`src/rtl/link_align_pkg.sv`:
```
// Shared types and constants for the link alignment controller.
package link_align_pkg;

   typedef enum logic [1:0] {
      StHunt   = 2'd0,
      StSlip   = 2'd1,
      StVerify = 2'd2,
      StLocked = 2'd3
   } align_state_e;

   localparam logic [7:0] K28_5 = 8'hBC;

endpackage

```
`src/rtl/link_align_ctrl_err_window_mon.sv`:
```
// LOCKED-state error window monitor: counts errored words per window of valid words
// and trips when the error count in one window reaches the threshold.
module err_window_mon #(
   parameter int unsigned ERR_WINDOW = 256,
   parameter int unsigned ERR_THRESH = 8
) (
   input  logic i_byteclk,
   input  logic i_rst,
   input  logic i_valid,
   input  logic i_err,
   input  logic i_clear,
   output logic o_trip
);

   localparam int unsigned CW = $clog2(ERR_WINDOW + 1);
   localparam int unsigned EW = $clog2(ERR_THRESH + 1);
   localparam logic [CW-1:0] WinLast  = CW'(ERR_WINDOW - 1);
   localparam logic [EW-1:0] ThreshM1 = EW'(ERR_THRESH - 1);

   logic [CW-1:0] r_win_cnt;
   logic [EW-1:0] r_win_err;

   // Checked against the pre-clear count, so the last word of a window can still trip.
   assign o_trip = i_valid & i_err & (r_win_err >= ThreshM1);

   always_ff @(posedge i_byteclk) begin
      if (i_rst || i_clear) begin
         r_win_cnt <= '0;
         r_win_err <= '0;
      end else if (i_valid) begin
         if (r_win_cnt == WinLast) begin
            r_win_cnt <= '0;
            r_win_err <= '0;
         end else begin
            r_win_cnt <= r_win_cnt + 1'b1;
            if (i_err) r_win_err <= r_win_err + 1'b1;
         end
      end
   end

endmodule

```
`src/rtl/link_align_ctrl.sv`:
```
// Comma-based word alignment controller with bitslip and loss-of-lock detection.
// Define LINK_ALIGN_STATS_EN to build the err_count/relock_count statistics counters.
module link_align_ctrl
   import link_align_pkg::*;
#(
   parameter logic [7:0]  COMMA_BYTE   = K28_5,
   parameter int unsigned LOCK_COUNT   = 4,
   parameter int unsigned HUNT_TIMEOUT = 64,
   parameter int unsigned SLIP_WAIT    = 12,
   parameter int unsigned ERR_WINDOW   = 256,
   parameter int unsigned ERR_THRESH   = 8
) (
   input  logic        i_byteclk,
   input  logic        i_rst,
   input  logic        i_rx_valid,
   input  logic [7:0]  i_rx_byte,
   input  logic        i_rx_isK,
   input  logic        i_rx_code_err,
   input  logic        i_rx_disp_err,
   output logic        o_bitslip,
   output logic        o_link_ok,
   output logic [1:0]  o_align_state,
   output logic [15:0] o_err_count,
   output logic [7:0]  o_relock_count
);

   localparam int unsigned HW = $clog2(HUNT_TIMEOUT + 1);
   localparam int unsigned LW = $clog2(LOCK_COUNT + 1);
   localparam int unsigned SW = $clog2(SLIP_WAIT + 1);
   localparam logic [HW-1:0] HuntLast = HW'(HUNT_TIMEOUT - 1);
   localparam logic [LW-1:0] LockLast = LW'(LOCK_COUNT - 1);
   localparam logic [SW-1:0] SlipLast = SW'(SLIP_WAIT - 1);

   align_state_e  r_state;
   logic [HW-1:0] r_hunt_cnt;
   logic [LW-1:0] r_comma_cnt;
   logic [SW-1:0] r_slip_cnt;
   logic          r_bitslip;
   logic          r_link_ok;

   logic w_word_err;
   logic w_comma;
   logic w_locked;
   logic w_trip;

   assign w_word_err = i_rx_valid & (i_rx_code_err | i_rx_disp_err);
   assign w_comma    = i_rx_valid & i_rx_isK & (i_rx_byte == COMMA_BYTE) & ~w_word_err;
   assign w_locked   = (r_state == StLocked);

   err_window_mon #(
      .ERR_WINDOW (ERR_WINDOW),
      .ERR_THRESH (ERR_THRESH)
   ) u_err_window_mon (
      .i_byteclk (i_byteclk),
      .i_rst     (i_rst),
      .i_valid   (w_locked & i_rx_valid),
      .i_err     (w_word_err),
      .i_clear   (~w_locked),
      .o_trip    (w_trip)
   );

   always_ff @(posedge i_byteclk) begin
      if (i_rst) begin
         r_state     <= StHunt;
         r_hunt_cnt  <= '0;
         r_comma_cnt <= '0;
         r_slip_cnt  <= '0;
         r_bitslip   <= 1'b0;
         r_link_ok   <= 1'b0;
      end else begin
         r_bitslip <= 1'b0;
         unique case (r_state)
            StHunt: begin
               if (w_comma) begin
                  r_state     <= StVerify;
                  r_comma_cnt <= LW'(1);
                  r_hunt_cnt  <= '0;
               end else if (i_rx_valid) begin
                  if (r_hunt_cnt == HuntLast) begin
                     r_state    <= StSlip;
                     r_bitslip  <= 1'b1;
                     r_slip_cnt <= '0;
                     r_hunt_cnt <= '0;
                  end else begin
                     r_hunt_cnt <= r_hunt_cnt + 1'b1;
                  end
               end
            end
            StSlip: begin
               // Deserializer settles here; rx inputs are deliberately ignored.
               if (r_slip_cnt == SlipLast) begin
                  r_state    <= StHunt;
                  r_hunt_cnt <= '0;
               end else begin
                  r_slip_cnt <= r_slip_cnt + 1'b1;
               end
            end
            StVerify: begin
               if (w_word_err) begin
                  r_state    <= StSlip;
                  r_bitslip  <= 1'b1;
                  r_slip_cnt <= '0;
               end else if (w_comma) begin
                  if (r_comma_cnt == LockLast) begin
                     r_state   <= StLocked;
                     r_link_ok <= 1'b1;
                  end else begin
                     r_comma_cnt <= r_comma_cnt + 1'b1;
                  end
               end
            end
            StLocked: begin
               if (w_trip) begin
                  r_state    <= StHunt;
                  r_link_ok  <= 1'b0;
                  r_hunt_cnt <= '0;
               end
            end
            default: r_state <= StHunt;
         endcase
      end
   end

   assign o_bitslip     = r_bitslip;
   assign o_link_ok     = r_link_ok;
   assign o_align_state = r_state;

`ifdef LINK_ALIGN_STATS_EN
   logic [15:0] r_err_count;
   logic [7:0]  r_relock_count;

   always_ff @(posedge i_byteclk) begin
      if (i_rst) begin
         r_err_count    <= '0;
         r_relock_count <= '0;
      end else begin
         if (w_locked && w_word_err && (r_err_count != '1)) r_err_count <= r_err_count + 1'b1;
         if (w_locked && w_trip && (r_relock_count != '1)) begin
            r_relock_count <= r_relock_count + 1'b1;
         end
      end
   end

   assign o_err_count    = r_err_count;
   assign o_relock_count = r_relock_count;
`else
   assign o_err_count    = '0;
   assign o_relock_count = '0;
`endif

endmodule
```
`config.mk`:
```
export PLATFORM = sky130hd
export DESIGN_NAME = link_align_ctrl
export DESIGN_NICKNAME = d
export VERILOG_FILES = /design/src/rtl/link_align_pkg.sv /design/src/rtl/link_align_ctrl_err_window_mon.sv /design/src/rtl/link_align_ctrl.sv
export SDC_FILE = /design/constraint.sdc
export NUM_CORES = 1
export LEC_CHECK = 0
export ABC_CLOCK_PERIOD_IN_PS = 2400
export CAP_MARGIN = 20
export CORE_MARGIN = 8
export CORE_UTILIZATION = 35
export CTS_CLUSTER_DIAMETER = 40
export CTS_CLUSTER_SIZE = 40
export DETAILED_ROUTE_END_ITERATION = 7
export DONT_BUFFER_PORTS = 1
export SYNTH_ARGS = -nofsm -noshare
export SYNTH_HDL_FRONTEND = slang
export SYNTH_HIERARCHICAL = 1
export SYNTH_SLANG_ARGS = --single-unit
```
`constraint.sdc`:
```
create_clock -name i_byteclk -period 2.4 [get_ports i_byteclk]
set_clock_uncertainty 0.1 [all_clocks]
set_input_delay 0.36 -clock i_byteclk [delete_from_list [all_inputs] [get_ports i_byteclk]]
set_output_delay 0.36 -clock i_byteclk [all_outputs]
set_load 0.01 [all_outputs]
```
==> out/metrics.cfg, run 1 <==
[synth]
async_flop_share_pct=0
netlist_area_um2=1920
synth_seq_area_share_pct=32.3
dominantRegCellSynth=dfxtp_1
yosysUniqueCellTypes=55
netlist_instances=232
avgSynthCellArea_um2=8.27
yosys_warnings=6
ys_seq_elements=31
synth_edf_count=0

[worst_setup_path]
crit_type=flip-flop to flip-flop
end_kind=flip-flop
cp_cell_sequence=ha_1, a21oi_1, nor2_1, and3_1, a211oi_1, buf_4, nor3b_1, o21ai_0, a21oi_1
critPathLaunchType=flip-flop
path_buf_inv=1
cp_slowest_stage_delay_ns=0.33
worstPathArrival_ns=2.05
crit_family=compound AO/OA/AOI/OAI gates
required_ns=2.47
reg2reg_slack_ns=0.43
path_common_cell=a21oi_1
critical_path.max_fanout=12
crit_slowest_cell=dfxtp_1

[cts]
cts_buffer_depth=2
post_cts_buffers=0
cts.sinks=31
cts_hold_buffers=0
cts_tree=built
cts_resized=0
cts_buffers=5
ctsRootBufferMaster=clkbuf_8
htreeDepth=2
clock_latency_ns=0.29
clkTransAtPathRegs_ns=0.07

[sta]
final-setup-viol-count=0
rsz0062_at_grt=false
setup_tns_ns=0
fin_crit_sh_pct=82.3
timing.slew.headroom_pct=62.2
worst_slew_pin_slew_ns=0.563
max_freq_ghz=0.506
hold_viol=0
maxSlewViolCount=0
period_needed_ns=1.97

[drt]
dr.pass1.iters=4
wl_per_cell_um=12.5
vias=1528
antenna_left=0
drtIter0Drc=74
drc=0
wl_um=3840
via_per_inst=4.99

[job]
cap_violations=0

[floorplan]
ios=42
core_area_um2=5410
die_area_um2=8110
initial_utilization_pct=35.5
rows=27
die_w_um=90.1
die_y_um=90.1

[grt]
grt_max_degree=23
antenna_found_initial=0
grt_pass1_wl_um=7060
top_usage_layer=met2
overflow=0
grt_pass1_vias=1502
met2_usage_pct=15.2
grtUsageMet1_pct=13.0
grt_use_met3_pct=4.16
grt_use_total_pct=10.3

[pwr]
power_w=0.00110
peakVddDrop_mv=0.305
p_leak_nw=0.766
p_per_area_nw_per_um2=545

[placed_design]
globalplace.congestion=0.789
port_buffers=0
dp_hpwl_um=2820

[hold_path]
worstHoldPathType=input pin to flip-flop

[layout]
layout-drive-gt1-share_pct=11.5
seqCellArea_um2=621
layout_common_cells=dfxtp_1 (31), nand2_1 (27), conb_1 (24)
n_fill_cell=595
diodes=0
multiInputGateArea_um2=1140
layout_commonest_cell=dfxtp_1
finalNetCount=253
area_delta_synth_final_pct=5.28

[run_status]
status=finished, final reports clean

[power breakdown]
group	total, W	switching [W]	leakage (nW)	internal [W]
registers	0.000521	0.00000391	0.250	0.000517
logic	0.0000415	0.0000306	0.455	0.0000108
clock network	0.000540	0.000204	0.0612	0.000336
[metrics by stage]
step	hold WS (ns)	cells	setup WS, ns	instance area, um^2	utilization, %
5_1_grt	0.0159	306	0.241	2020	37.4
6_report	0.0310	306	0.425	2020	37.4
3_5_place_dp	0.335	298	0.318	1900	35.2
4_1_cts	0.0233	306	0.434	2020	37.4
2_1_floorplan	0.321	255	0.0411	2010	-
3_3_place_gp	0.331	298	0.415	1900	35.2
[worst paths after layout]
check / start / to / depth (start not counted)
worst max-delay path: u_err_window_mon/r_win_err[0] / r_hunt_cnt[2] / 9
worst max register to register: u_err_window_mon/r_win_err[0] / r_hunt_cnt[2] / 9
worst min register to register: u_err_window_mon/r_win_cnt[8] / u_err_window_mon/r_win_cnt[8] / 2
worst min-delay path: i_rst / r_hunt_cnt[3] / 1
[logic make-up (layout without fill, tap and decap cells)]
family	after synthesis	after routing	share of synthesized area, %
AND/OR/NAND/NOR	105	105	32.1
multiplexers	1	1	0.522
other	1	24	0.195
adder cells (fa/ha/maj)	6	6	3.91
AO/OA/AOI/OAI	44	44	15.4
XOR/XNOR	6	6	2.74
buffers and inverters	38	17	12.8
flip-flops	31	31	32.3
[worst register-to-register path: cells and delay by family (launching register included)]
| family | cells | cell delay [ns] |
|---|---|---|
| AOI/OAI and AO/OA | 4 | 0.65 |
| DFF | 1 | 0.33 |
| buffers and inverters | 1 | 0.21 |
| and+or+nand+nor | 3 | 0.35 |
| adders and majority gates | 1 | 0.23 |
[cell usage after synthesis (3+ instances only)]
library cell	n	area (um^2)
buf_2	4	20.0
o21a_1	3	22.5
nand4_1	7	43.8
inv_1	4	15.0
o21ai_0	4	20.0
nor3_1	5	25.0
nor2_1	17	63.8
nand3b_1	4	30.0
and3_1	5	31.3
nor2b_1	5	31.3
xor2_1	4	35.0
nand3_1	9	45.0
a31oi_1	7	43.8
ha_1	6	75.1
clkbuf_1	5	18.8
nand2b_1	3	18.8
nand2_1	27	101
buf_4	24	180
a21oi_1	14	70.1
dfxtp_1	31	621
nor3b_1	5	37.5
[cell type report]
cell class	count	area share, %
Tap cell	72	4.46
Clock buffer	6	4.09
Timing Repair Buffer	5	1.86
Multi-Input combinational cell	186	56.4
Inverter	4	0.743
Sequential cell	31	30.7
Clock inverter	2	1.73
[state kept, by name, indices dropped and copies added (netlist names)]
signal / count
r_slip_cnt: 4
r_hunt_cnt: 7
u_err_window_mon/r_win_cnt: 9
o_bitslip: 1
u_err_window_mon/r_win_err: 4
o_link_ok: 1
o_align_state: 2
r_comma_cnt: 3
[layer usage]
metal	vias to the layer above	part of all wire, %
met1	700	49
li1	780	-
met5	-	0
met4	0	1.6
met3	6	7.4
met2	42	42
Note: power is estimated with default switching activity, not from simulation.
==> run 2, diff against run 1 <==
--- a/config.mk
+++ b/config.mk
@@ -5,7 +5,7 @@
 export SDC_FILE = /design/constraint.sdc
 export NUM_CORES = 1
 export LEC_CHECK = 0
-export ABC_CLOCK_PERIOD_IN_PS = 2400
+export ABC_CLOCK_PERIOD_IN_PS = 1900
 export CAP_MARGIN = 20
 export CORE_MARGIN = 8
 export CORE_UTILIZATION = 35
==> constraint.sdc (replaced) <==
create_clock -name i_byteclk -period 1.9 [get_ports i_byteclk]
set_clock_uncertainty 0.1 [all_clocks]
set_input_delay 0.285 -clock i_byteclk [delete_from_list [all_inputs] [get_ports i_byteclk]]
set_output_delay 0.285 -clock i_byteclk [all_outputs]
set_load 0.01 [all_outputs]
==> out/metrics.cfg, run 2 (synthesis gave the netlist of run 1 again) <==
[placed_design]
dp_hpwl_um=2970
globalplace.congestion=0.839
port_buffers=0
postPlaceCellArea_um2=1970

[sta]
final-setup-viol-count=0
setup_tns_ns=0
fin_crit_sh_pct=96.8
max_freq_ghz=0.544
maxSlewViolCount=0
hold_ws_ns=-0.0399
hold_viol=16
period_needed_ns=1.84

[layout]
largest_register=u_err_window_mon/r_win_cnt
n_fill_cell=562
final_cell_area_um2=2130
layout-drive-gt1-share_pct=19.1
diodes=0
finalNetCount=260
layout_common_cells=dfxtp_1 (28), nand2_1 (26), conb_1 (24)
reg_top3=u_err_window_mon/r_win_cnt x9, r_hunt_cnt x7
area_delta_synth_final_pct=11.1
largest_reg_flops=9
layout_commonest_cell=dfxtp_1

[grt]
grt_use_total_pct=10.0
overflow=0
grt_pass1_vias=1515
antenna_found_initial=0
grt_max_degree=23
grt_pass1_wl_um=7020

[drt]
vias=1529
via_per_inst=4.88
antenna_left=0
wl_um=4020
wl_per_cell_um=12.8
drc=0
drtIter0Drc=83
dr.pass1.iters=4

[hold_path]
worstHoldPathType=input pin to flip-flop
min-delay-start=i_rst

[floorplan]
core_area_um2=5410
initial_utilization_pct=35.5
die_area_um2=8110
die_w_um=90.1
ios=42
rows=27
die_y_um=90.1

[run_status]
status=complete, but fails checks
violations=negative hold slack

[cts]
clock_latency_ns=0.28
htreeDepth=2
cts.sinks=31
clkTransAtPathRegs_ns=0.07
cts_buffers=5
cts_hold_buffers=1
ctsRootBufferMaster=clkbuf_8
cts_buffer_depth=2
cts_tree=built

[job]
cap_violations=0

[worst_setup_path]
end_kind=flip-flop
worstPathArrival_ns=1.91
critPathLaunchType=flip-flop
crit_type=flip-flop to flip-flop
worstSetupStartpoint=u_err_window_mon/r_win_err[1]
critical_path.max_fanout=3
r2r-start=u_err_window_mon/r_win_err[1]
required_ns=1.97

[pwr]
p_per_area_nw_per_um2=606
p_leak_nw=0.802
peakVddDrop_mv=0.429

-- run 2: repair_timing --
action / in CTS / in global routing
endpoints found under the setup margin: 0 / 9
gates resized for setup: 0 / 8
hold endpoints to repair: 17 / 16
setup buffers: 0 / 2
-- run 2: final timing paths --
check / end / slack, ns / cells after the start
worst max register to register: r_hunt_cnt[5] / 0.06 / 9
worst min register to register: u_err_window_mon/r_win_cnt[8] / 0.34 / 2
worst min-delay path: r_hunt_cnt[3] / -0.04 / 1
worst max-delay path: r_hunt_cnt[5] / 0.06 / 9
-- run 2: layer usage --
| metal | part of all wire [%] | global-route usage [%] | vias to the layer above | wire [um] |
|---|---|---|---|---|
| li1 | - | - | 793 | - |
| met1 | 46 | 11.4 | 701 | 1860 |
| met2 | 48 | 17.7 | 31 | 1940 |
| met3 | 4.7 | 2.99 | 4 | 188 |
| met4 | 0.72 | 2.91 | 0 | 29 |
| met5 | 0 | 0 | - | 0 |
-- run 2: critical path, cell delays in order, from the launching register on --
cell	delay, ns
dfxtp_1	0.33
ha_1	0.22
a21oi_2	0.19
nor2_4	0.06
and3_4	0.16
a211oi_4	0.24
buf_4	0.18
nor3_1	0.04
o21ai_1	0.14
a21oi_1	0.08
-- run 2: power by group --
group	internal [W]	switching (W)	total, W	leakage, nW
registers	0.000652	0.00000403	0.000656	0.252
clock network	0.000330	0.000243	0.000574	0.0515
logic	0.0000192	0.0000427	0.0000619	0.499
total	0.00100	0.000290	0.00129	0.802
-- run 2: stage by stage --
stage	utilization, %	setup slack [ns]	instances	total power, W	hold slack (ns)
final	39.4	0.0611	313	0.00129	-0.0399
after global routing	39.4	-0.0126	313	0.00134	-0.0562
after CTS	38.5	0.00654	311	0.00130	-0.0456
after detailed placement	36.5	0.0143	302	0.000727	0.259
after global placement	36.5	0.0839	302	0.000727	0.258
after floorplan	-	-0.0248	255	0.000758	0.321
-- run 2: layout make-up --
cell class	instances	area, um^2	share of cell area (%)
multi-input combinational	186	1200	56.5
sequential	31	627	29.4
clock buffer	8	100	4.69
timing repair buffer	12	96.3	4.52
tap	72	90.1	4.23
inverter	4	15.0	0.704
